==> src/rtl/frame_builder.sv <==
// frame_builder: serialises one UDP/IPv4/Ethernet frame per tx_start onto an
// 8-bit valid/ready stream: preamble+SFD, Ethernet, IPv4 and UDP headers, then
// the payload passed straight through from the s_* stream. No FCS is appended.
// Build option: define FRAME_BUILDER_IP_CSUM_EN to generate the IPv4 header
// checksum; without it the checksum bytes go out as zero.
//
// state    | meaning
// IDLE     | tx_ready high, waiting for tx_start with a legal length
// PREAMBLE | 7 x 0x55 then 0xD5
// ETH      | destination MAC, source MAC, ethertype 0x0800
// IP       | 20-byte IPv4 header
// UDP      | 8-byte UDP header
// PAYLOAD  | s_* stream passed through to m_*, tx_len bytes
// PAD      | payload ended early, zero bytes fill up to tx_len
// DRAIN    | payload overran tx_len, input discarded up to s_tlast
module frame_builder #(
  parameter logic [47:0] DST_MAC  = 48'hFFFF_FFFF_FFFF,
  parameter logic [47:0] SRC_MAC  = 48'h0200_0000_0001,
  parameter logic [31:0] SRC_IP   = 32'hC0A8_0001,
  parameter logic [31:0] DST_IP   = 32'hC0A8_0002,
  parameter logic [15:0] SRC_PORT = 16'd5000,
  parameter logic [15:0] DST_PORT = 16'd5001
) (
  input  logic        clk,
  input  logic        rst_n,
  input  logic        tx_start,
  input  logic [15:0] tx_len,
  output logic        tx_ready,
  input  logic [7:0]  s_tdata,
  input  logic        s_tvalid,
  input  logic        s_tlast,
  output logic        s_tready,
  output logic [7:0]  m_tdata,
  output logic        m_tvalid,
  output logic        m_tlast,
  input  logic        m_tready,
  output logic        len_err
);
  localparam logic [15:0] MAX_LEN = 16'd1472;

  typedef enum logic [2:0] {
    S_IDLE, S_PREAMBLE, S_ETH, S_IP, S_UDP, S_PAYLOAD, S_PAD, S_DRAIN
  } state_t;

  state_t            state_q, state_d, hdr_next;
  logic [15:0]       cnt_q, cnt_d;
  logic [15:0]       len_q, len_d;
  logic [15:0]       ident_q, ident_d;
  logic              len_err_q, len_err_d;
  logic [15:0]       ip_total_len, udp_len, ip_csum;
  logic [0:13][7:0]  eth_b;
  logic [0:19][7:0]  ip_b;
  logic [0:7][7:0]   udp_b;
  logic              hdr_state;
  logic [4:0]        hdr_end;
  logic              last_byte;

  // header images indexed directly by the byte counter (element 0 goes out first)
  assign ip_total_len = len_q + 16'd28;
  assign udp_len      = len_q + 16'd8;
  assign eth_b        = {DST_MAC, SRC_MAC, 16'h0800};
  assign ip_b         = {16'h4500, ip_total_len, ident_q, 16'h4000, 8'h40, 8'h11,
                         ip_csum, SRC_IP, DST_IP};
  assign udp_b        = {SRC_PORT, DST_PORT, udp_len, 16'h0000};
  assign last_byte    = (cnt_q == len_q - 16'd1);
  assign tx_ready     = (state_q == S_IDLE);
  assign len_err      = len_err_q;

`ifdef FRAME_BUILDER_IP_CSUM_EN
  logic [19:0] csum_sum;
  logic [16:0] csum_fold;

  // ones-complement sum of the ten header words with the checksum word as zero
  always_comb begin
    csum_sum  = {4'h0, 16'h4500} + {4'h0, ip_total_len} + {4'h0, ident_q}
              + {4'h0, 16'h4000} + {4'h0, 16'h4011}
              + {4'h0, SRC_IP[31:16]} + {4'h0, SRC_IP[15:0]}
              + {4'h0, DST_IP[31:16]} + {4'h0, DST_IP[15:0]};
    csum_fold = {1'b0, csum_sum[15:0]} + {13'h0, csum_sum[19:16]};
    ip_csum   = ~(csum_fold[15:0] + {15'h0, csum_fold[16]});
  end
`else
  assign ip_csum = 16'h0000;
`endif

  // state, counters and the registered length-error pulse
  always_ff @(posedge clk) begin
    if (!rst_n) begin
      state_q   <= S_IDLE;
      cnt_q     <= 16'd0;
      len_q     <= 16'd0;
      ident_q   <= 16'd0;
      len_err_q <= 1'b0;
    end else begin
      state_q   <= state_d;
      cnt_q     <= cnt_d;
      len_q     <= len_d;
      ident_q   <= ident_d;
      len_err_q <= len_err_d;
    end
  end

  // next-state, counter advance and stream outputs
  always_comb begin
    state_d   = state_q;
    cnt_d     = cnt_q;
    len_d     = len_q;
    ident_d   = ident_q;
    len_err_d = 1'b0;
    m_tvalid  = 1'b0;
    m_tdata   = 8'h00;
    m_tlast   = 1'b0;
    s_tready  = 1'b0;
    hdr_state = 1'b0;
    hdr_end   = 5'd0;
    hdr_next  = S_IDLE;

    case (state_q)
      S_IDLE: begin
        if (tx_start) begin
          if (tx_len != 16'd0 && tx_len <= MAX_LEN) begin
            len_d   = tx_len;
            cnt_d   = 16'd0;
            state_d = S_PREAMBLE;
          end else begin
            len_err_d = 1'b1;
          end
        end
      end
      S_PREAMBLE: begin
        hdr_state = 1'b1;
        hdr_end   = 5'd7;
        hdr_next  = S_ETH;
        m_tdata   = (cnt_q[2:0] == 3'd7) ? 8'hD5 : 8'h55;
      end
      S_ETH: begin
        hdr_state = 1'b1;
        hdr_end   = 5'd13;
        hdr_next  = S_IP;
        m_tdata   = eth_b[cnt_q[3:0]];
      end
      S_IP: begin
        hdr_state = 1'b1;
        hdr_end   = 5'd19;
        hdr_next  = S_UDP;
        m_tdata   = ip_b[cnt_q[4:0]];
      end
      S_UDP: begin
        hdr_state = 1'b1;
        hdr_end   = 5'd7;
        hdr_next  = S_PAYLOAD;
        m_tdata   = udp_b[cnt_q[2:0]];
      end
      S_PAYLOAD: begin
        m_tvalid = s_tvalid;
        m_tdata  = s_tdata;
        m_tlast  = s_tvalid && last_byte;
        s_tready = m_tready;
        if (s_tvalid && m_tready) begin
          if (last_byte) begin
            // the output frame is complete even when the source overran
            cnt_d   = 16'd0;
            ident_d = ident_q + 16'd1;
            if (s_tlast) begin
              state_d = S_IDLE;
            end else begin
              len_err_d = 1'b1;
              state_d   = S_DRAIN;
            end
          end else begin
            cnt_d = cnt_q + 16'd1;
            if (s_tlast) begin
              len_err_d = 1'b1;
              state_d   = S_PAD;
            end
          end
        end
      end
      S_PAD: begin
        m_tvalid = 1'b1;
        m_tlast  = last_byte;
        if (m_tready) begin
          if (last_byte) begin
            cnt_d   = 16'd0;
            ident_d = ident_q + 16'd1;
            state_d = S_IDLE;
          end else begin
            cnt_d = cnt_q + 16'd1;
          end
        end
      end
      S_DRAIN: begin
        s_tready = 1'b1;
        if (s_tvalid && s_tlast) state_d = S_IDLE;
      end
      default: state_d = S_IDLE;
    endcase

    // header sections share one handshake/advance rule
    if (hdr_state) begin
      m_tvalid = 1'b1;
      if (m_tready) begin
        if (cnt_q[4:0] == hdr_end) begin
          cnt_d   = 16'd0;
          state_d = hdr_next;
        end else begin
          cnt_d = cnt_q + 16'd1;
        end
      end
    end
  end
endmodule

==> config.mk <==
export PLATFORM = sky130hd
export DESIGN_NAME = frame_builder
export DESIGN_NICKNAME = d
export VERILOG_FILES = /design/src/rtl/frame_builder.sv
export SDC_FILE = /design/constraint.sdc
export NUM_CORES = 1
export LEC_CHECK = 0
export ABC_AREA = 1
export CAP_MARGIN = 20
export CORE_MARGIN = 5
export CORE_UTILIZATION = 57
export CTS_BUF_LIST = sky130_fd_sc_hd__clkbuf_8 sky130_fd_sc_hd__clkbuf_16
export DETAILED_ROUTE_END_ITERATION = 8
export PLACE_DENSITY = 0.79
export SLEW_MARGIN = 15
export SYNTH_ARGS = -nofsm -noshare
export SYNTH_HDL_FRONTEND = slang
export SYNTH_SLANG_ARGS = --single-unit
==> constraint.sdc <==
create_clock -name clk -period 4.9 [get_ports clk]
set_clock_uncertainty 0.05 [all_clocks]
set_input_delay 0.98 -clock clk [delete_from_list [all_inputs] [get_ports clk]]
set_output_delay 0.98 -clock clk [all_outputs]
set_load 0.1 [all_outputs]
==> impl_metrics.json, run 1 <==
{
  "cts-buffers-inserted": 5,
  "startpoint": "cnt_q[2]$_SDFF_PN0_",
  "fin_total_pwr_mw": 2.29,
  "tightest_slew_ns": 1.04,
  "fp.dieW_um": 104,
  "yosys_warnings": 0,
  "cp.arrival_ns": 2.99,
  "ctsResizeCount": 0,
  "post_drt_wl_per_cell_um": 17.3,
  "root_buffer": "clkbuf_8",
  "io-pin-count": 43,
  "worstSkewPairLatency_ns": 0.33,
  "ys_ff_latch": 52,
  "grt_remaining_overflow": 0,
  "synth_top_area_share_pct": 20.5,
  "die_h_um": 104,
  "syn-instance-count": 869,
  "vias": 6019,
  "finalSetupViolCount": 0,
  "relSlewSlack_pct": 30.7,
  "cts_hold_buf": 0,
  "place_congestion": 1.02,
  "finalCriticalPeriod_ns": 4.02,
  "status": "finished, final reports clean",
  "startpoint_type": "register",
  "syn-num-nets": 914,
  "seqPwrFrac_pct": 21.5,
  "dr.pass1.iters": 6,
  "routed_via_density": 6.04,
  "drt-total-wl_um": 17200,
  "worst_ep_required_time_ns": 3.87,
  "grt_pass1_vias": 5643,
  "synth_area_leader_cell": "dfxtp_1",
  "drt_iter0_markers": 565,
  "place_hpwl_um": 13300,
  "synth_area_leaders": "dfxtp_1 (20%), nand2_1 (16%), nand3_1 (9.0%)",
  "ant_nets": 0,
  "tns_ns": 0,
  "r2r_start": "cnt_q[3]$_SDFF_PN0_",
  "hp-class": "reg -> reg",
  "worstHoldStart": "ident_q[15]$_SDFFE_PN0P_",
  "remaining_drc_errors": 0,
  "path_class": "reg -> out",
  "start_util_pct": 58.2,
  "fmax_ghz": 0.249,
  "port-buffer-count": 42,
  "rows": 34,
  "drv_cap": 0,
  "p_leak_nw": 2.43,
  "cts.clk_slew.worst_paths_ns": 0.11,
  "clockPowerShare_pct": 11.4,
  "hold_viol": 0,
  "cts_max_path_buffers": 2,
  "drive_above_1_share_pct": 6.64,
  "cts_setup_buffers": 0,
  "grt_pass1_wl_um": 27800,
  "syn_to_final_growth_pct": 8.82,
  "seq_area_frac_synth_pct": 20.5,
  "grt_usage_pct": 30.9,
  "synth.distinct_cells": 48,
  "netlist_area_um2": 5080,
  "core_um2": 8720,
  "h-tree-depth": 2,
  "slew_viol_final": 0,
  "cts_tree": "built",
  "num_antenna_cells": 0,
  "power_switching_mw": 1.37,
  "grt_max_degree": 30,
  "combPwrFrac_pct": 67.1,
  "end_kind": "primary output",
  "min_period_over_period_pct": 82.0,
  "avgSynthCellArea_um2": 5.85,
  "p_per_area_nw_per_um2": 414,
  "path_max_fanout": 19,
  "rsz0062_at_grt": "false",
  "antenna_found_initial": 0,
  "p_int_mw": 0.915,
  "die_area_um2": 10900,
  "nets": 932,
  "max-vdd-ir-drop_uv": 794,
  "power_switching_share_pct": 60.0,
  "rrSetupSlack_ns": 1.78,
  "clock_sinks": 52
}
-- state kept, by name, indices dropped and copies added, names as in the netlist --
name and cells:
len_q 16, ident_q 16, len_err 1, state_q 3, cnt_q 16
-- layer usage --
metal  vias to the layer above  wire [um]  GRT usage, %
met1                      2705       6910          38.8
met5                         -          0             0
met2                       354       7680          49.5
li1                       2897          -             -
met4                         0        829          15.0
met3                        63       1760          7.01
-- cells by family (layout without fill, tap and decap cells) --
| logic type | Yosys count | count (layout) | share of synthesized area, % |
|---|---|---|---|
| DFF | 52 | 52 | 20.5 |
| xor gates and xnor gates | 33 | 33 | 5.69 |
| AOI/OAI and AO/OA | 158 | 158 | 17.2 |
| buffers and inverters | 138 | 157 | 11.5 |
| and+or+nand+nor | 473 | 473 | 41.5 |
| adders and majority gates | 15 | 15 | 3.69 |
-- Yosys cell counts (all sizes together) --
cell	n
a211oi	1
a21oi	70
a221oi	2
a22oi	3
a31oi	2
a32oi	2
and3	5
buf	20
clkbuf	14
clkinv	3
dfxtp	52
ha	15
inv	101
nand2	223
nand3	93
nand3b	3
nand4	23
nor2	104
nor3	16
nor3b	1
nor4	3
o2111ai	1
o211ai	3
o21a	1
o21ai	59
o21bai	9
o221ai	1
o22ai	2
o311ai	1
o31ai	1
or2	2
xnor2	7
xor2	26
-- metrics by stage --
stage | utilization (%) | worst slack [ns] | std cells | hold slack (ns) | cell area [um2]
after floorplan | - | 0.285 | 869 | 0.390 | 5080
after global placement | 62.4 | 1.43 | 988 | 0.401 | 5440
after detailed placement | 62.4 | 1.31 | 988 | 0.416 | 5440
after CTS | 63.4 | 0.916 | 996 | 0.432 | 5530
after global routing | 63.4 | 0.624 | 996 | 0.473 | 5530
final | 63.4 | 0.883 | 996 | 0.430 | 5530
-- cells in the final DEF (no fill, tap or decap), drive strengths merged --
cell type	count
a21oi	70
nor3b	1
buf	14
o31ai	1
nand4	23
nand3b	3
nor2	104
o311ai	1
clkdlybuf4s50	31
nand2	223
ha	15
o2111ai	1
o21a	1
clkinvlp	1
a32oi	2
a211oi	1
or2	2
o21ai	59
clkbuf	5
a31oi	2
clkinv	4
nand3	93
xor2	26
xnor2	7
o221ai	1
nor3	16
dfxtp	52
o21bai	9
and3	5
a221oi	2
a22oi	3
inv	102
nor4	3
o211ai	3
o22ai	2
-- path summary, 6_finish.rpt --
kind                              end  cells after the start
max                        m_tdata[3]                     11
max reg2reg   ident_q[8]$_SDFFE_PN0P_                     10
min          ident_q[15]$_SDFFE_PN0P_                      2
min reg2reg  ident_q[15]$_SDFFE_PN0P_                      2
-- final cells by class --
cell class | instances | area (um2)
Clock buffer | 5 | 68.8
Clock inverter | 3 | 20.0
Fill cell | 851 | 3190
Inverter | 104 | 390
Multi-Input combinational cell | 679 | 3460
Sequential cell | 52 | 1040
Tap cell | 108 | 135
Timing Repair Buffer | 45 | 415
-- critical path, cell delays in order (launching register included) --
cell	delay, ns
dfxtp_1	0.73
clkinv_1	0.42
nor2_1	0.26
clkinv_1	0.29
a21oi_1	0.21
o21ai_0	0.10
nand3_1	0.10
nand2_1	0.08
nand2_1	0.07
nand2_1	0.05
nand3_1	0.06
buf_4	0.29
-- power by group through the flow --
stage / logic [mW] / clock network (mW) / registers (mW)
2_1_floorplan: 1.18 / 0 / 0.502
3_3_place_gp: 1.50 / 0 / 0.499
3_5_place_dp: 1.51 / 0 / 0.501
4_1_cts: 1.52 / 0.268 / 0.491
5_1_grt: 1.63 / 0.283 / 0.496
6_report: 1.54 / 0.261 / 0.492
(Power assumes the default switching activity.)
==> inputs of run 2 (changes only) <==
Settings changed: CORE_UTILIZATION 57 to 54, PLACE_DENSITY 0.79 to 0.78.
Clock period 4.9 ns to 3.55 ns, I/O delays scaled along.
==> run 2 against run 1 <==
- cell area is 4.3% higher
- via count is 0.81% lower
- count of clock-buffer cells in the layout stayed put
- register-to-register slack worse by 1.1 ns
- global-route usage is 0.52 points higher
- sequential power is 39% higher
- highest routed layer unchanged
==> impl_metrics.json, run 2 (synthesized netlist as in run 1, its figures left out) <==
{
  "met2WireLength_um": 8230,
  "path_max_fanout": 5,
  "cts_hold_buf": 0,
  "grt_pass1_wl_um": 28400,
  "hp-class": "reg -> reg",
  "root_buffer": "clkbuf_8",
  "nets": 947,
  "ant_nets": 0,
  "utilization_pct": 62.7,
  "highest_layer": "met4",
  "grt_max_degree": 28,
  "cts-buffers-inserted": 5,
  "grt_remaining_overflow": 0,
  "drt_iter0_markers": 597,
  "fmax_ghz": 0.293,
  "dr.pass1.iters": 6,
  "multi_input_area_um2": 3470,
  "finalSetupViolCount": 0,
  "rsz0062_at_grt": "true",
  "cts_tree": "built",
  "die_h_um": 107,
  "post_drt_wl_per_cell_um": 17.7,
  "place_congestion": 1.12,
  "rows": 35,
  "startpoint_type": "register",
  "drive_above_1_share_pct": 8.75,
  "drv_cap": 0,
  "met3_length_um": 1520,
  "final_common_cell": "nand2_1",
  "worstSkewPairLatency_ns": 0.33,
  "final_cell_mix": "nand2_1 (214), inv_1 (92), nor2_1 (91), nand3_1 (91), a21oi_1 (70)",
  "finalCriticalPeriod_ns": 3.41,
  "io-pin-count": 43,
  "min_period_over_period_pct": 96.2,
  "wl_met1_um": 7520,
  "nFillCells": 923,
  "fin_total_pwr_mw": 3.40,
  "clock_sinks": 52,
  "place_hpwl_um": 14100,
  "antenna_found_initial": 0,
  "tightest_slew_ns": 0.972,
  "h-tree-depth": 2,
  "status": "finished, final reports clean",
  "p_leak_nw": 2.53,
  "top_regs": "cnt_q (16), ident_q (16), len_q (16)",
  "fp.dieW_um": 107,
  "dp_cells": 1006,
  "ff_latch_area_um2": 1040,
  "p_per_area_nw_per_um2": 590,
  "grt_pass1_vias": 5533,
  "cts.clk_slew.worst_paths_ns": 0.11,
  "layoutNonFillerInstCount": 1014,
  "syn_to_final_growth_pct": 13.5,
  "worst_ep_required_time_ns": 2.79,
  "start_util_pct": 55.2,
  "max-vdd-ir-drop_uv": 1380,
  "relSlewSlack_pct": 35.0,
  "vias": 5970,
  "path_class": "reg -> out",
  "port-buffer-count": 42,
  "num_antenna_cells": 0,
  "end_kind": "primary output",
  "cts_max_path_buffers": 2,
  "grt_usage_pct": 31.4,
  "core_um2": 9200,
  "whs_ns": 0.424,
  "slew_viol_final": 0,
  "die_area_um2": 11400,
  "hold_viol": 0,
  "cp.arrival_ns": 2.65,
  "drt-total-wl_um": 18000,
  "routed_via_density": 5.89,
  "remaining_drc_errors": 0
}
## run 2: repair_timing
item,in CTS,in global routing
buffers inserted,0,0
setup endpoints to repair,0,4
resized for setup,0,3
## run 2: area by class of cell
class                   instances  share of cell area (%)
clock buffers                   5                    1.19
clock inverters                 3                   0.304
inverters                     104                    6.77
multi-input cells             679                    60.2
flip-flops and latches         52                    18.1
well taps                     111                    2.41
repair buffers                 60                    11.1
## run 2: path summary, 6_finish.rpt
path,startpoint,to,slack [ns],cells after the start
setup / recovery,len_q[3]$_SDFFE_PN0P_,m_tdata[6],0.14,13
hold / removal,ident_q[15]$_SDFFE_PN0P_,ident_q[15]$_SDFFE_PN0P_,0.42,2
setup reg to reg,len_q[4]$_SDFFE_PN0P_,ident_q[12]$_SDFFE_PN0P_,0.70,14
hold reg to reg,ident_q[15]$_SDFFE_PN0P_,ident_q[15]$_SDFFE_PN0P_,0.42,2
## run 2: metrics by stage
step                      TNS [ns]  cell area (um2)  worst slack, ns
after floorplan                  0             5080          0.00513
after global placement           0             5670            0.555
after detailed placement         0             5670            0.529
after CTS                        0             5760            0.174
after global routing       -0.0327             5770          -0.0286
final                            0             5770            0.136
## run 2: where the power goes
| part | leakage [nW] | internal (mW) | switching, mW |
|---|---|---|---|
| Sequential | 0.419 | 0.624 | 0.0597 |
| Clock | 0.0497 | 0.139 | 0.226 |
| Combinational | 2.06 | 0.691 | 1.66 |
| Total | 2.53 | 1.45 | 1.95 |
## run 2: metal layers
layer  global-route usage [%]  up-vias
li1                         -     2927
met1                     41.4     2690
met2                     51.8      306
met3                     4.33       47
met4                     12.2        0
met5                        0        -
## run 2: critical path, cell delays in order, from the launching register on
cell     delay [ns]
dfxtp_1        0.41
inv_1          0.13
ha_1           0.27
a21oi_1        0.34
nand4_1        0.16
xor2_1         0.16
nand2_1        0.06
nand2_1        0.07
nand2_1        0.06
nand3_1        0.08
nand2_1        0.05
a21oi_1        0.11
nand3_1        0.18
buf_12         0.23
